<file path="src/rtl/shift_register_universal.sv">
// Universal shift register with parallel preset and a counted burst mode.
// Supported operations: hold, shift left/right, rotate left/right and
// arithmetic shift right. A burst performs N steps of one latched operation
// and reports progress on busy/done.
// Optional build macro: SHIFTREG_PARITY_EN adds a combinational parity output.
module shift_register_universal #(
    parameter int WIDTH       = 8,
    parameter int COUNT_WIDTH = 4
) (
    input  logic                   clockpulse,
    input  logic                   clear,
    input  logic [2:0]             mode,
    input  logic                   serialInLeft,
    input  logic                   serialInRight,
    input  logic                   enablePreset,
    input  logic [WIDTH-1:0]       preset,
    input  logic                   start,
    input  logic [COUNT_WIDTH-1:0] shiftCount,
    output logic [WIDTH-1:0]       out,
    output logic [WIDTH-1:0]       notout,
    output logic                   serialOutLeft,
    output logic                   serialOutRight,
`ifdef SHIFTREG_PARITY_EN
    output logic                   parity,
`endif
    output logic                   busy,
    output logic                   done
);

    typedef enum logic {
        IDLE  = 1'b0,
        BURST = 1'b1
    } state_t;

    state_t                 state, state_next;
    logic [WIDTH-1:0]       data, data_next;
    logic [2:0]             mode_lat, mode_lat_next;
    logic [COUNT_WIDTH-1:0] count, count_next;
    logic                   busy_reg, busy_next;
    logic                   done_reg, done_next;

    // One step of the selected operation; codes 000, 110 and 111 hold.
    function automatic logic [WIDTH-1:0] step(
        input logic [WIDTH-1:0] value,
        input logic [2:0]       op,
        input logic             sil,
        input logic             sir
    );
        logic [WIDTH-1:0] result;
        result = value;
        case (op)
            3'b001:  result = {value[WIDTH-2:0], sil};
            3'b010:  result = {sir, value[WIDTH-1:1]};
            3'b011:  result = {value[WIDTH-2:0], value[WIDTH-1]};
            3'b100:  result = {value[0], value[WIDTH-1:1]};
            3'b101:  result = {value[WIDTH-1], value[WIDTH-1:1]};
            default: result = value;
        endcase
        return result;
    endfunction

    // Next-state logic: preset wins, then burst start, then the live step in IDLE;
    // in BURST the latched operation runs until the count is exhausted.
    always_comb begin
        state_next    = state;
        data_next     = data;
        mode_lat_next = mode_lat;
        count_next    = count;
        busy_next     = 1'b0;
        done_next     = 1'b0;
        case (state)
            IDLE: begin
                if (enablePreset) begin
                    data_next = preset;
                end else if (start && (shiftCount != '0)) begin
                    mode_lat_next = mode;
                    count_next    = shiftCount;
                    busy_next     = 1'b1;
                    state_next    = BURST;
                end else if (start) begin
                    done_next = 1'b1;
                end else begin
                    data_next = step(data, mode, serialInLeft, serialInRight);
                end
            end
            BURST: begin
                if (enablePreset) begin
                    data_next  = preset;
                    count_next = '0;
                    state_next = IDLE;
                end else begin
                    data_next  = step(data, mode_lat, serialInLeft, serialInRight);
                    count_next = count - 1'b1;
                    if (count == COUNT_WIDTH'(1)) begin
                        done_next  = 1'b1;
                        state_next = IDLE;
                    end else begin
                        busy_next = 1'b1;
                    end
                end
            end
            default: state_next = IDLE;
        endcase
    end

    // State register with synchronous clear taking priority over everything.
    always_ff @(posedge clockpulse) begin
        if (clear) begin
            state    <= IDLE;
            data     <= '0;
            mode_lat <= 3'b000;
            count    <= '0;
            busy_reg <= 1'b0;
            done_reg <= 1'b0;
        end else begin
            state    <= state_next;
            data     <= data_next;
            mode_lat <= mode_lat_next;
            count    <= count_next;
            busy_reg <= busy_next;
            done_reg <= done_next;
        end
    end

    assign out            = data;
    assign notout         = ~data;
    assign serialOutLeft  = data[WIDTH-1];
    assign serialOutRight = data[0];
    assign busy           = busy_reg;
    assign done           = done_reg;
`ifdef SHIFTREG_PARITY_EN
    assign parity         = ^data;
`endif

endmodule

</file>
<file path="config.mk">
export PLATFORM = sky130hd
export DESIGN_NAME = shift_register_universal
export DESIGN_NICKNAME = d
export VERILOG_FILES = /design/src/rtl/shift_register_universal.sv
export SDC_FILE = /design/constraint.sdc
export NUM_CORES = 1
export LEC_CHECK = 0
export CAP_MARGIN = 20
export CORE_ASPECT_RATIO = 1.75
export CORE_UTILIZATION = 51
export CTS_CLUSTER_DIAMETER = 60
export DETAILED_ROUTE_END_ITERATION = 8
export GPL_ROUTABILITY_DRIVEN = 1
export PLACE_DENSITY = 0.93
export SYNTH_ARGS = -nofsm -noshare
export SYNTH_HDL_FRONTEND = slang
export SYNTH_SLANG_ARGS = --single-unit
</file>
<file path="constraint.sdc">
create_clock -name clockpulse -period 4.1 [get_ports clockpulse]
set_input_delay 1.025 -clock clockpulse [delete_from_list [all_inputs] [get_ports clockpulse]]
set_output_delay 1.025 -clock clockpulse [all_outputs]
set_load 0.02 [all_outputs]
</file>
==> results.sh, run 1 <==
export IMPL_outcome="finished clean"
export IMPL_worst_slew_pin_slew_ns=0.867
export IMPL_cts_buffers=3
export IMPL_post_route_util_pct=70.6
export IMPL_residual_drc=0
export IMPL_cts_root_to_sink_buffers=2
export IMPL_grt_util_all_layers_pct=27.6
export IMPL_cts_post_setup_buffers_inserted=0
export IMPL_tritoncts_clock_tree="yes"
export IMPL_timing_critical_path_max_delay_family="buffers and inverters"
export IMPL_synth_distinct_cells=50
export IMPL_critical_path_endpoint_type="flip-flop"
export IMPL_count_of_pins_over_their_slew_limit=0
export IMPL_rsz0062_at_grt="false"
export IMPL_firstDrtPassIters=4
export IMPL_hpwl_mm=2.94
export IMPL_finish_net_count=232
export IMPL_ant_nets=0
export IMPL_io_pins=41
export IMPL_multiInputGateArea_um2=910
export IMPL_synth_sequential_area_ratio_pct=24.2
export IMPL_fin_tns_setup_ns=0
export IMPL_grt_pass1_wl_mm=6.50
export IMPL_gpl_final_weighted_congestion=0.890
export IMPL_areaGrowthSynthToFinish_pct=28.4
export IMPL_yosys_top_cells_count="sky130_fd_sc_hd__inv_1 (20), sky130_fd_sc_hd__dfxtp_1 (17), sky130_fd_sc_hd__a21oi_1 (15)"
export IMPL_cpPeakStageDelay_ns=0.76
export IMPL_cell_with_the_most_instances_after_synthesis="sky130_fd_sc_hd__inv_1"
export IMPL_syn_cell_area_mm2=0.00140
export IMPL_slowest_stage_cell_crit_path="sky130_fd_sc_hd__clkdlybuf4s50_1"
export IMPL_synthesis_yosys_warnings=0
export IMPL_worst_endpoint_required_ns=4.26
export IMPL_p_per_area_mw_per_mm2=284
export IMPL_flip_flop_and_latch_area_um2=340
export IMPL_die_height_um=71.4
export IMPL_setup_worst_path_start_class="primary input"
export IMPL_ys_top_cells_by_area="sky130_fd_sc_hd__dfxtp_1 (24%), sky130_fd_sc_hd__a21oi_1 (5.3%), sky130_fd_sc_hd__inv_1 (5.3%), sky130_fd_sc_hd__ha_1 (4.5%), sky130_fd_sc_hd__o221ai_1 (4.4%)"
export IMPL_worst_ir_drop_vdd_mv=0.168
export IMPL_fp_row_count=24
export IMPL_setup_viol=0
export IMPL_ys_async_sr_fraction_pct=0
export IMPL_htree_levels=1
export IMPL_placement_io_buffers=40
export IMPL_drv_max_cap_violation_count=0
export IMPL_mappedNetlistNets=201
export IMPL_cts_resized_gates=0
export IMPL_cp_num_buf_inv=1
export IMPL_path_clk_slew_ns=0.07
export IMPL_yosys_area_top_type_share_pct=24.2
export IMPL_timing_final_crit_period_ns=2.92
export IMPL_drtIter0Drc=58
export IMPL_overflow_after_grt=0
export IMPL_cts_root_buffer="sky130_fd_sc_hd__clkbuf_8"
export IMPL_cp_cell_sequence="clkdlybuf4s50_1 -> nand2b_4 -> a2111o_1 -> and2_4 -> a311oi_2"
export IMPL_cts_sinks=17
export IMPL_grt_max_degree=24
export IMPL_largest_register_ffs=8
export IMPL_route_detailed_wl_per_inst_um=16.8
export IMPL_synthDominantAreaCellType="sky130_fd_sc_hd__dfxtp_1"
export IMPL_ys_seq_elements=17
export IMPL_holdBufCountCts=0
export IMPL_total_number_of_vias=1492
export IMPL_start_util_pct=55.0
export IMPL_coreArea_mm2=0.00255
export IMPL_grt_antenna_before_repair=0
export IMPL_clock_fmax_ghz=0.342
export IMPL_critical_path_max_fanout=18
export IMPL_finalHoldViolCount=0
export IMPL_die_area_mm2=0.00297
export IMPL_wl_mm=3.88
export IMPL_antennaDiodeCount=0
export IMPL_first_global_vias=1505
export IMPL_p_leak_uw=0.000691
export IMPL_slew_limit_headroom_pct=42.0
export IMPL_dominantRegCellSynth="sky130_fd_sc_hd__dfxtp_1"
export IMPL_floorplan_die_width_um=41.7
export IMPL_fraction_of_final_layout_cells_with_drive_strength_greater_than_1_pct=5.85
export IMPL_insertion_delay_ns=0.25
export IMPL_avgSynthCellArea_um2=8.02
export IMPL_worst_clock_skew_ns=0.00533
export IMPL_viasPerCell=6.46
export IMPL_postSynthCellCount=175
export IMPL_timing_worst_setup_path_type="in2reg"
export IMPL_final_min_period_over_clock_period_pct=71.2
export IMPL_synth_enable_flop_cells=0
export IMPL_critPathArrivalTime_ns=3.08
export IMPL_fillCellCount=215
export IMPL_hp_class="reg2reg"
## per-layer routing
layer | vias to the layer above | part of all wire, % | track usage (%)
met1 | 696 | 37 | 29.2
met5 | - | 0 | 0
met4 | 0 | 2.3 | 16.5
li1 | 716 | - | -
met2 | 70 | 56 | 51.0
met3 | 10 | 4.7 | 2.52
## worst min-delay path: cells and delay by family (launching register included)
family | cells | cell delay [ns]
buffers and inverters | 1 | 0.08
AOI/OAI and AO/OA | 1 | 0.07
DFF | 1 | 0.31
## final cells by class
type	instances	area share, %
Tap cell	26	1.80
Inverter	20	4.16
Multi-Input combinational cell	124	50.5
Sequential cell	17	18.9
Timing Repair Buffer	40	22.2
Clock buffer	4	2.50
## path summary, 6_finish.rpt
path / startpoint / to / slack, ns / depth (start not counted)
setup reg to reg: mode_lat[1] / out[5] / 2.02 / 5
hold / removal: count[3] / count[3] / 0.52 / 2
hold reg to reg: count[3] / count[3] / 0.52 / 2
setup / recovery: enablePreset / out[0] / 1.18 / 5
## stage by stage
stage | worst slack, ns | area [um2] | std cells | total power [uW] | hold slack (ns)
floorplan | 1.66 | 1400 | 175 | 314 | 0.472
global placement | 1.01 | 1760 | 227 | 383 | 0.491
detailed placement | 0.959 | 1760 | 227 | 388 | 0.514
CTS | 1.21 | 1800 | 231 | 511 | 0.527
global route | 1.11 | 1800 | 231 | 539 | 0.553
finish | 1.18 | 1800 | 231 | 512 | 0.521
## power breakdown
part           internal [uW]  leakage, uW  switching [uW]  total [uW]
Sequential               179     0.000140            19.5         198
Clock                   69.0    0.0000228            56.4         125
Combinational           90.1     0.000529            98.2         188
Total                    338     0.000691             174         512
## placed cells by master, fill, tap and decap left out, drive strengths merged, types with 2 or more instances in the layout
| cell type | n |
|---|---|
| dfxtp | 17 |
| nand3 | 3 |
| nand2 | 5 |
| a41o | 6 |
| a31oi | 2 |
| o221ai | 7 |
| inv | 20 |
| a211oi | 7 |
| mux2i | 5 |
| and2 | 2 |
| clkbuf | 4 |
| nor2b | 4 |
| nor3 | 5 |
| nand3b | 4 |
| a2111o | 3 |
| a21oi | 16 |
| a221o | 6 |
| nor3b | 3 |
| o21ai | 5 |
| ha | 5 |
| a21o | 2 |
| clkdlybuf4s50 | 40 |
| a31o | 2 |
| nand2b | 4 |
| nor2 | 11 |
## logic make-up after synthesis
logic type | share of synthesized area, %
AO/OA/AOI/OAI | 36.5
AND/OR/NAND/NOR | 18.9
buffers and inverters | 11.0
flip-flops | 24.2
multiplexers | 4.37
adder cells (fa/ha/maj) | 4.46
XOR/XNOR | 0.624
No activity file was read; power rests on OpenSTA's default activity.
==> inputs of run 2 (changes only) <==
Settings changed: CORE_UTILIZATION 51 to 43, PLACE_DENSITY 0.93 to 0.85.
Clock period 4.1 ns to 2.4 ns, I/O delays scaled along.
==> run 2 against run 1 <==
  * Critical path depth increased by 1
  * Clock power is 68% higher
  * Setup slack worse by 0.89 ns
  * Largest cell class unchanged
  * Highest routed layer unchanged
  * Combinational power increased by 82%
  * Sequential share of layout area decreased by 1.2 points
==> results.sh, run 2 (synthesized netlist as in run 1, its figures left out) <==
export IMPL_path_clk_slew_ns=0.06
export IMPL_hold_path_depth=2
export IMPL_final_common_cell="sky130_fd_sc_hd__clkdlybuf4s50_1"
export IMPL_worst_clock_skew_ns=0.00416
export IMPL_worst_r2r_path_cells=5
export IMPL_post_route_util_pct=61.3
export IMPL_coreArea_mm2=0.00314
export IMPL_total_number_of_vias=1544
export IMPL_p_leak_uw=0.000755
export IMPL_antennaDiodeCount=0
export IMPL_ff2ff_setup_slack_ns=0.55
export IMPL_hp_class="reg2reg"
export IMPL_drv_max_cap_violation_count=0
export IMPL_fin_tns_setup_ns=0
export IMPL_global_routing_usage_on_met3_pct=2.56
export IMPL_worst_r2r_startpoint="mode_lat[1]"
export IMPL_peak_usage_layer_in_the_global_routing_report="met2"
export IMPL_fillCellCount=292
export IMPL_timing_final_crit_period_ns=2.11
export IMPL_wl_mm=3.96
export IMPL_holdBufCountCts=0
export IMPL_worstHoldStart="count[3]"
export IMPL_cts_post_setup_buffers_inserted=0
export IMPL_overflow_after_grt=0
export IMPL_slowest_stage_cell_crit_path="sky130_fd_sc_hd__clkdlybuf4s50_1"
export IMPL_grt_util_all_layers_pct=25.0
export IMPL_globalRouteMet2Util_pct=45.4
export IMPL_fp_row_count=27
export IMPL_cts_resized_gates=0
export IMPL_setup_worst_path_start_class="primary input"
export IMPL_grt_antenna_before_repair=0
export IMPL_clock_fmax_ghz=0.473
export IMPL_gpl_final_weighted_congestion=0.874
export IMPL_insertion_delay_ns=0.25
export IMPL_tritoncts_clock_tree="yes"
export IMPL_first_global_vias=1479
export IMPL_largest_register_ffs=8
export IMPL_most_common_layout_cells="sky130_fd_sc_hd__clkdlybuf4s50_1 (40), sky130_fd_sc_hd__inv_1 (20), sky130_fd_sc_hd__dfxtp_1 (17)"
export IMPL_cts_root_to_sink_buffers=2
export IMPL_htree_levels=1
export IMPL_final_min_period_over_clock_period_pct=88.1
export IMPL_viasPerCell=5.94
export IMPL_grt_met1_usage_pct=28.2
export IMPL_grt_pass1_wl_mm=6.65
export IMPL_fraction_of_final_layout_cells_with_drive_strength_greater_than_1_pct=11.1
export IMPL_die_height_um=77.6
export IMPL_ant_nets=0
export IMPL_rsz0062_at_grt="false"
export IMPL_cp_startpoint="mode[2]"
export IMPL_cts_buffers=3
export IMPL_outcome="finished clean"
export IMPL_areaGrowthSynthToFinish_pct=37.3
export IMPL_worst_ir_drop_vdd_mv=0.433
export IMPL_residual_drc=0
export IMPL_p_per_area_mw_per_mm2=461
export IMPL_cts_sinks=17
export IMPL_cp_num_buf_inv=2
export IMPL_die_area_mm2=0.00351
export IMPL_count_of_pins_over_their_slew_limit=0
export IMPL_timing_worst_setup_path_type="in2reg"
export IMPL_drtIter0Drc=60
export IMPL_timing_critical_path_max_delay_family="compound AO/OA/AOI/OAI gates"
export IMPL_finish_net_count=244
export IMPL_route_detailed_wl_per_inst_um=15.2
export IMPL_rr_endpoint="out[5]"
export IMPL_critical_path_max_fanout=7
export IMPL_floorplan_die_width_um=45.2
export IMPL_worst_hold_slack_ns=0.503
export IMPL_critical_path_endpoint_type="flip-flop"
export IMPL_slew_limit_headroom_pct=61.6
export IMPL_setup_viol=0
export IMPL_worst_endpoint_required_ns=2.54
export IMPL_io_pins=41
export IMPL_firstDrtPassIters=4
export IMPL_cpPeakStageDelay_ns=0.49
export IMPL_worst_hold_path_endpoint="count[3]"
export IMPL_start_util_pct=44.7
export IMPL_finalHoldViolCount=0
export IMPL_critPathArrivalTime_ns=2.25
export IMPL_cp_cell_sequence="clkdlybuf4s50_1 -> inv_1 -> ha_1 -> a31o_2 -> a221o_1 -> a41o_1"
export IMPL_worst_slew_pin_slew_ns=0.575
export IMPL_cts_root_buffer="sky130_fd_sc_hd__clkbuf_8"
export IMPL_grt_max_degree=18
export IMPL_placement_io_buffers=40
export IMPL_hpwl_mm=3.01
## run 2: power by group
group          switching, uW  total, uW  internal, uW
clock network           92.6        210           118
registers               30.9        336           305
logic                    172        342           170
## run 2: worst reg2reg max path: cells and delay by family, from the launching register on
family,cells,cell delay (ns)
fa+ha+maj,1,0.38
flops,1,0.51
compound gates,3,0.75
buf+inv,1,0.11
## run 2: metrics by stage
step / cell area [um2] / total power (uW) / setup WS (ns) / instances
2_1_floorplan: 1400 / 537 / 0.381 / 175
3_3_place_gp: 1880 / 675 / 0.0624 / 256
3_5_place_dp: 1880 / 680 / 0.0509 / 256
4_1_cts: 1930 / 895 / 0.302 / 260
5_1_grt: 1930 / 941 / 0.188 / 260
6_report: 1930 / 888 / 0.287 / 260
## run 2: area by class of cell
cell class / count / area, um2 / area share [%]
clock buffers: 4 / 45.0 / 2.34
inverters: 20 / 75.1 / 3.90
multi-input cells: 124 / 910 / 47.2
flip-flops and latches: 17 / 340 / 17.7
well taps: 43 / 53.8 / 2.79
repair buffers: 52 / 503 / 26.1
## run 2: worst max path at each step
stage                     endpoint  slack [ns]  depth (start not counted)
final                       out[3]        0.29                          6
after global routing        out[0]        0.19                          8
after CTS                   out[1]        0.30                          6
after detailed placement    out[1]        0.05                          6
after global placement      out[1]        0.06                          6
after floorplan             out[1]        0.38                          6
## run 2: metal layers
layer  wire length [um]  share of wire (%)
met1               1510                 38
met3                166                4.2
met2               2190                 55
met4                 95                2.4
met5                  0                  0
==> inputs of run 3 (changes only) <==
Settings changed: CORE_MARGIN set to 4, CORE_UTILIZATION 43 to 47, PLACE_DENSITY 0.85 to 0.87.
Clock period 2.4 ns to 2.12 ns, I/O delays scaled along.
==> run 3 against run 2 <==
  * Utilization rose by 6.0 points
  * Worst hold slack improved by 0.0077 ns
  * Power rose by 15%
  * Clock skew barely moved
  * Setup slack got worse by 0.19 ns
  * Die area rose by 13%
  * Final cell count fell by 3.1%
  * Largest power group unchanged
  * Combinational power rose by 16%
  * Cell area rose by 1.1%
==> results.sh, run 3 (synthesized netlist as in run 1, its figures left out) <==
export IMPL_outcome="finished clean"
export IMPL_route_detailed_wl_per_inst_um=17.2
export IMPL_cts_buffers=3
export IMPL_hp_class="reg2reg"
export IMPL_worstHoldStart="count[3]"
export IMPL_largest_register_ffs=8
export IMPL_worst_slew_pin_slew_ns=0.569
export IMPL_setup_worst_path_start_class="primary input"
export IMPL_worst_endpoint_required_ns=2.27
export IMPL_drtIter0Drc=87
export IMPL_path_clk_slew_ns=0.07
export IMPL_p_leak_uw=0.000785
export IMPL_grt_met1_usage_pct=23.7
export IMPL_cts_root_buffer="sky130_fd_sc_hd__clkbuf_8"
export IMPL_fin_tns_setup_ns=0
export IMPL_coreArea_mm2=0.00290
export IMPL_residual_drc=0
export IMPL_wl_mm=4.34
export IMPL_insertion_delay_ns=0.25
export IMPL_areaGrowthSynthToFinish_pct=38.8
export IMPL_firstDrtPassIters=4
export IMPL_first_global_vias=1486
export IMPL_cts_sinks=17
export IMPL_timing_final_crit_period_ns=2.02
export IMPL_cts_resized_gates=0
export IMPL_post_layout_nonfiller_instances=252
export IMPL_grt_antenna_before_repair=0
export IMPL_final_common_cell="sky130_fd_sc_hd__clkdlybuf4s50_1"
export IMPL_hpwl_mm=3.38
export IMPL_die_height_um=80.3
export IMPL_peak_usage_layer_in_the_global_routing_report="met2"
export IMPL_worst_r2r_path_cells=5
export IMPL_slew_limit_headroom_pct=61.9
export IMPL_grt_util_all_layers_pct=22.6
export IMPL_worst_clock_skew_ns=0.00439
export IMPL_hold_path_depth=2
export IMPL_timing_worst_setup_path_type="in2reg"
export IMPL_fraction_of_final_layout_cells_with_drive_strength_greater_than_1_pct=13.8
export IMPL_rr_endpoint="out[5]"
export IMPL_critPathArrivalTime_ns=2.17
export IMPL_htree_levels=1
export IMPL_global_routing_usage_on_met3_pct=2.41
export IMPL_grt_max_degree=16
export IMPL_grt_pass1_wl_mm=6.98
export IMPL_cts_post_setup_buffers_inserted=0
export IMPL_worst_r2r_startpoint="mode_lat[1]"
export IMPL_placement_io_buffers=40
export IMPL_critical_path_endpoint_type="flip-flop"
export IMPL_io_pins=41
export IMPL_start_util_pct=48.5
export IMPL_viasPerCell=6.41
export IMPL_overflow_after_grt=0
export IMPL_die_area_mm2=0.00396
export IMPL_worst_ir_drop_vdd_mv=0.382
export IMPL_slowest_stage_cell_crit_path="sky130_fd_sc_hd__clkdlybuf4s50_1"
export IMPL_worst_hold_path_endpoint="count[3]"
export IMPL_holdBufCountCts=0
export IMPL_floorplan_die_width_um=49.3
export IMPL_power_total_uw=1020
export IMPL_dp_cells=248
export IMPL_gpl_final_weighted_congestion=0.904
export IMPL_count_of_pins_over_their_slew_limit=0
export IMPL_ff2ff_setup_slack_ns=0.28
export IMPL_cts_root_to_sink_buffers=2
export IMPL_drv_max_cap_violation_count=0
export IMPL_critical_path_max_fanout=7
export IMPL_final_min_period_over_clock_period_pct=95.4
export IMPL_most_common_layout_cells="sky130_fd_sc_hd__clkdlybuf4s50_1 (40), sky130_fd_sc_hd__inv_1 (20), sky130_fd_sc_hd__buf_4 (19)"
export IMPL_setup_viol=0
export IMPL_antennaDiodeCount=0
export IMPL_finalHoldViolCount=0
export IMPL_tritoncts_clock_tree="yes"
export IMPL_finish_net_count=251
export IMPL_ant_nets=0
export IMPL_cp_cell_sequence="clkdlybuf4s50_1 -> inv_1 -> ha_1 -> a31o_2 -> a221o_1 -> a41o_1"
export IMPL_total_number_of_vias=1616
export IMPL_clock_fmax_ghz=0.494
export IMPL_globalRouteMet2Util_pct=42.1
export IMPL_cpPeakStageDelay_ns=0.49
export IMPL_p_per_area_mw_per_mm2=526
export IMPL_rsz0062_at_grt="false"
export IMPL_fp_row_count=26
==> run 3: changes by cell type in the layout (fill, tap and decap cells not counted), sizes merged <==
cell / delta
buf: +7
==> run 3: metrics by stage <==
stage | setup slack [ns] | area [um2] | hold WS (ns) | utilization (%)
2_1_floorplan | 0.171 | 1400 | 0.472 | -
3_3_place_gp | -0.150 | 1900 | 0.494 | 65.7
3_5_place_dp | -0.171 | 1900 | 0.505 | 65.7
4_1_cts | 0.0968 | 1950 | 0.514 | 67.3
5_1_grt | 0.00127 | 1950 | 0.558 | 67.3
6_report | 0.0976 | 1950 | 0.511 | 67.3
==> run 3: layout make-up <==
class                           instances  area, um2
Fill cell                             254        947
Inverter                               20       75.1
Multi-Input combinational cell        124        910
Sequential cell                        17        340
Timing Repair Buffer                   59        543
Clock buffer                            4       45.0
Tap cell                               28       35.0
==> run 3: worst max path at each step <==
| stage | to | start | slack, ns | cells after the start |
|---|---|---|---|---|
| 3_3_place_gp | out[1] | mode[2] | -0.15 | 6 |
| 3_5_place_dp | out[1] | mode[2] | -0.17 | 6 |
| 5_1_grt | out[1] | mode[2] | 0.001 | 6 |
| 2_1_floorplan | out[1] | mode[2] | 0.17 | 6 |
| 6_report | out[1] | mode[2] | 0.1 | 6 |
| 4_1_cts | out[1] | mode[2] | 0.1 | 6 |
==> run 3: report_power, final <==
part | switching [uW] | internal, uW
clock network | 112 | 133
logic | 200 | 197
registers | 35.9 | 346
==> run 3: worst max-delay path: cells and delay by family <==
family                   cells  cell delay [ns]
adder cells (fa/ha/maj)      1             0.28
AO/OA/AOI/OAI                3             0.81
buffers and inverters        2             0.55
==> run 3: routing by layer <==
metal | vias to the layer above | share of wire [%] | wire length (um)
met5 | - | 0 | 0
li1 | 761 | - | -
met3 | 14 | 6.0 | 259
met4 | 0 | 3.7 | 161
met2 | 82 | 53 | 2300
met1 | 759 | 37 | 1610
==> RTL change (config.mk and constraints of run 2) <==
The parameter `WIDTH` goes from 8 to 12.
--- a/src/rtl/shift_register_universal.sv
+++ b/src/rtl/shift_register_universal.sv
@@ -5,5 +5,5 @@
 // Optional build macro: SHIFTREG_PARITY_EN adds a combinational parity output.
 module shift_register_universal #(
-    parameter int WIDTH       = 8,
+    parameter int WIDTH       = 12,
     parameter int COUNT_WIDTH = 4
 ) (
Interface: changed (resized notout, out and preset); port bits go from 41 to 53. No check against the original RTL was run, so the function may have changed too.
==> RTL change against run 2 <==
Synthesized area is 27% higher; sequential cell count increased by 4; first-iteration DRC count increased by 65%; design area increased by 26%; wire length up 34%; register-to-register slack worse by 280 ps; power grew 24%; worst setup slack got worse by 130 ps; highest routed layer unchanged.
==> RTL change: results (changes against run 2) <==
finish:
  nFillCells: 357  # +22%
  nNetsFinal: 301  # +23%
  diodes: 0  # unchanged
  largest_reg_flops: 12  # +4
  instances_no_fill: 318  # +22%
  layout-drive-gt1-share: 0.115  # +0.00422
routing:
  route.vias.total: 1986  # +29%
  routed_wl_um: 5310  # +34%
  drt_iter0_drc: 99  # +65%
  dr.pass1.iters: 4  # unchanged
yosys:
  synthFlopType: "dfxtp_1"
  synth_common_cells: "32 x inv_1, 21 x dfxtp_1, 11 x a32oi_1, 11 x o21ai_0"
  ys_ff_latch: 21  # +4
  yosysSeqAreaShare: 0.237  # -0.00580
  netlist_top_cells_area: "dfxtp_1 24%, inv_1 6.8%, a221o_1 5.6%"
  syn-num-nets: 245  # +22%
  synth.distinct_cells: 57  # +14%
  synth_cells: 215  # +23%
critical_path:
  crit_end: "out[8]"
  critPathMaxFanout: 10  # +3
  critPathLaunch: "mode[1]"
  arrival_ps: 2450  # +200 ps
  worst-r2r-setup-slack_ps: 270  # -280 ps
  reg2reg_depth: 6  # +1
  timing.rr.end: "out[9]"
placed_design:
  hpwl_um: 4050  # +35%
  pre_cts_slack_ps: -71.4  # -122 ps
  portBuffers: 52  # +30%
  gp_congestion: 1.01  # +16%
  dp_cells: 314  # +23%
grt:
  first_global_vias: 1944  # +31%
  antenna_found_initial: 0  # unchanged
  grt_util_all_layers: 0.250  # +0.000557
  grt_max_degree: 22  # +4
  grt_pass1_wl_um: 8650  # +30%
power_and_ir_drop:
  ir_drop_uv: 278  # -36%
  p_leak_nw: 0.884  # +17%
  switching_share: 0.355  # +0.0221
cts:
  clk_pin_slew_ps: 80  # +20 ps
  cts_buffer_depth: 2  # unchanged
sta:
  relSlewSlack: 0.517  # -0.0989
  finClkSkew_ps: 2.65  # -1.51 ps
  min_period_over_period: 0.936  # +0.0552
min_path:
  min-delay-start: "count[2]"
outcome:
  outcome: "finished clean"
## RTL change: cell types whose count changed after synthesis, sizes merged, moves of 6 or more
cell and delta:
inv +12, o221ai -7, a21oi -7, a41o -6
o21ai +9, a32oi +11, o211ai +10, a32o +9
## RTL change: worst min-delay path by stage
stage,end,slack [ps],depth (start not counted)
2_1_floorplan,count[2],490,2
3_3_place_gp,count[2],530,2
3_5_place_dp,count[2],550,2
4_1_cts,count[2],560,2
5_1_grt,count[2],620,2
6_report,count[2],560,2
## RTL change: cell type report
| class | instances | area, µm² | area share |
|---|---|---|---|
| clock buffers | 4 | 45.0 | 0.0185 |
| inverters | 32 | 120 | 0.0494 |
| multi-input cells | 144 | 1120 | 0.463 |
| flip-flops and latches | 21 | 420 | 0.173 |
| well taps | 48 | 60.1 | 0.0247 |
| repair buffers | 69 | 661 | 0.272 |
## RTL change: worst max-delay path, stage by stage
cell,delay [ps]
clkdlybuf4s50_1,530
a21o_1,260
o21a_1,210
nor3_2,580
a32o_1,270
## RTL change: power by group through the flow
stage | registers [mW] | clock network, mW | logic [mW]
floorplan | 0.446 | 0 | 0.224
global placement | 0.437 | 0 | 0.425
detailed placement | 0.437 | 0 | 0.435
CTS | 0.429 | 0.238 | 0.436
global route | 0.436 | 0.255 | 0.467
finish | 0.430 | 0.236 | 0.438
## RTL change: metrics by stage
step | power, mW | cell area [µm²] | TNS, ps
6_report | 1.10 | 2430 | 0
5_1_grt | 1.16 | 2430 | 0
4_1_cts | 1.10 | 2430 | 0
3_5_place_dp | 0.872 | 2390 | -634
3_3_place_gp | 0.863 | 2390 | -709
2_1_floorplan | 0.671 | 1780 | 0
## RTL change: cells by family (layout without fill, tap and decap cells)
logic type	Yosys count	after routing	synth area share
adder cells (fa/ha/maj)	5	5	0.0352
AND/OR/NAND/NOR	49	49	0.175
multiplexers	4	4	0.0225
AO/OA/AOI/OAI	85	85	0.396
XOR/XNOR	1	1	0.00493
flip-flops	21	21	0.237
buffers and inverters	50	105	0.130
## RTL change: routing by layer
| layer | vias to the layer above | global-route usage | share of wire |
|---|---|---|---|
| li1 | 932 | - | - |
| met1 | 936 | 0.270 | 0.38 |
| met2 | 101 | 0.467 | 0.54 |
| met3 | 17 | 0.0209 | 0.049 |
| met4 | 0 | 0.134 | 0.031 |
| met5 | - | 0 | 0 |
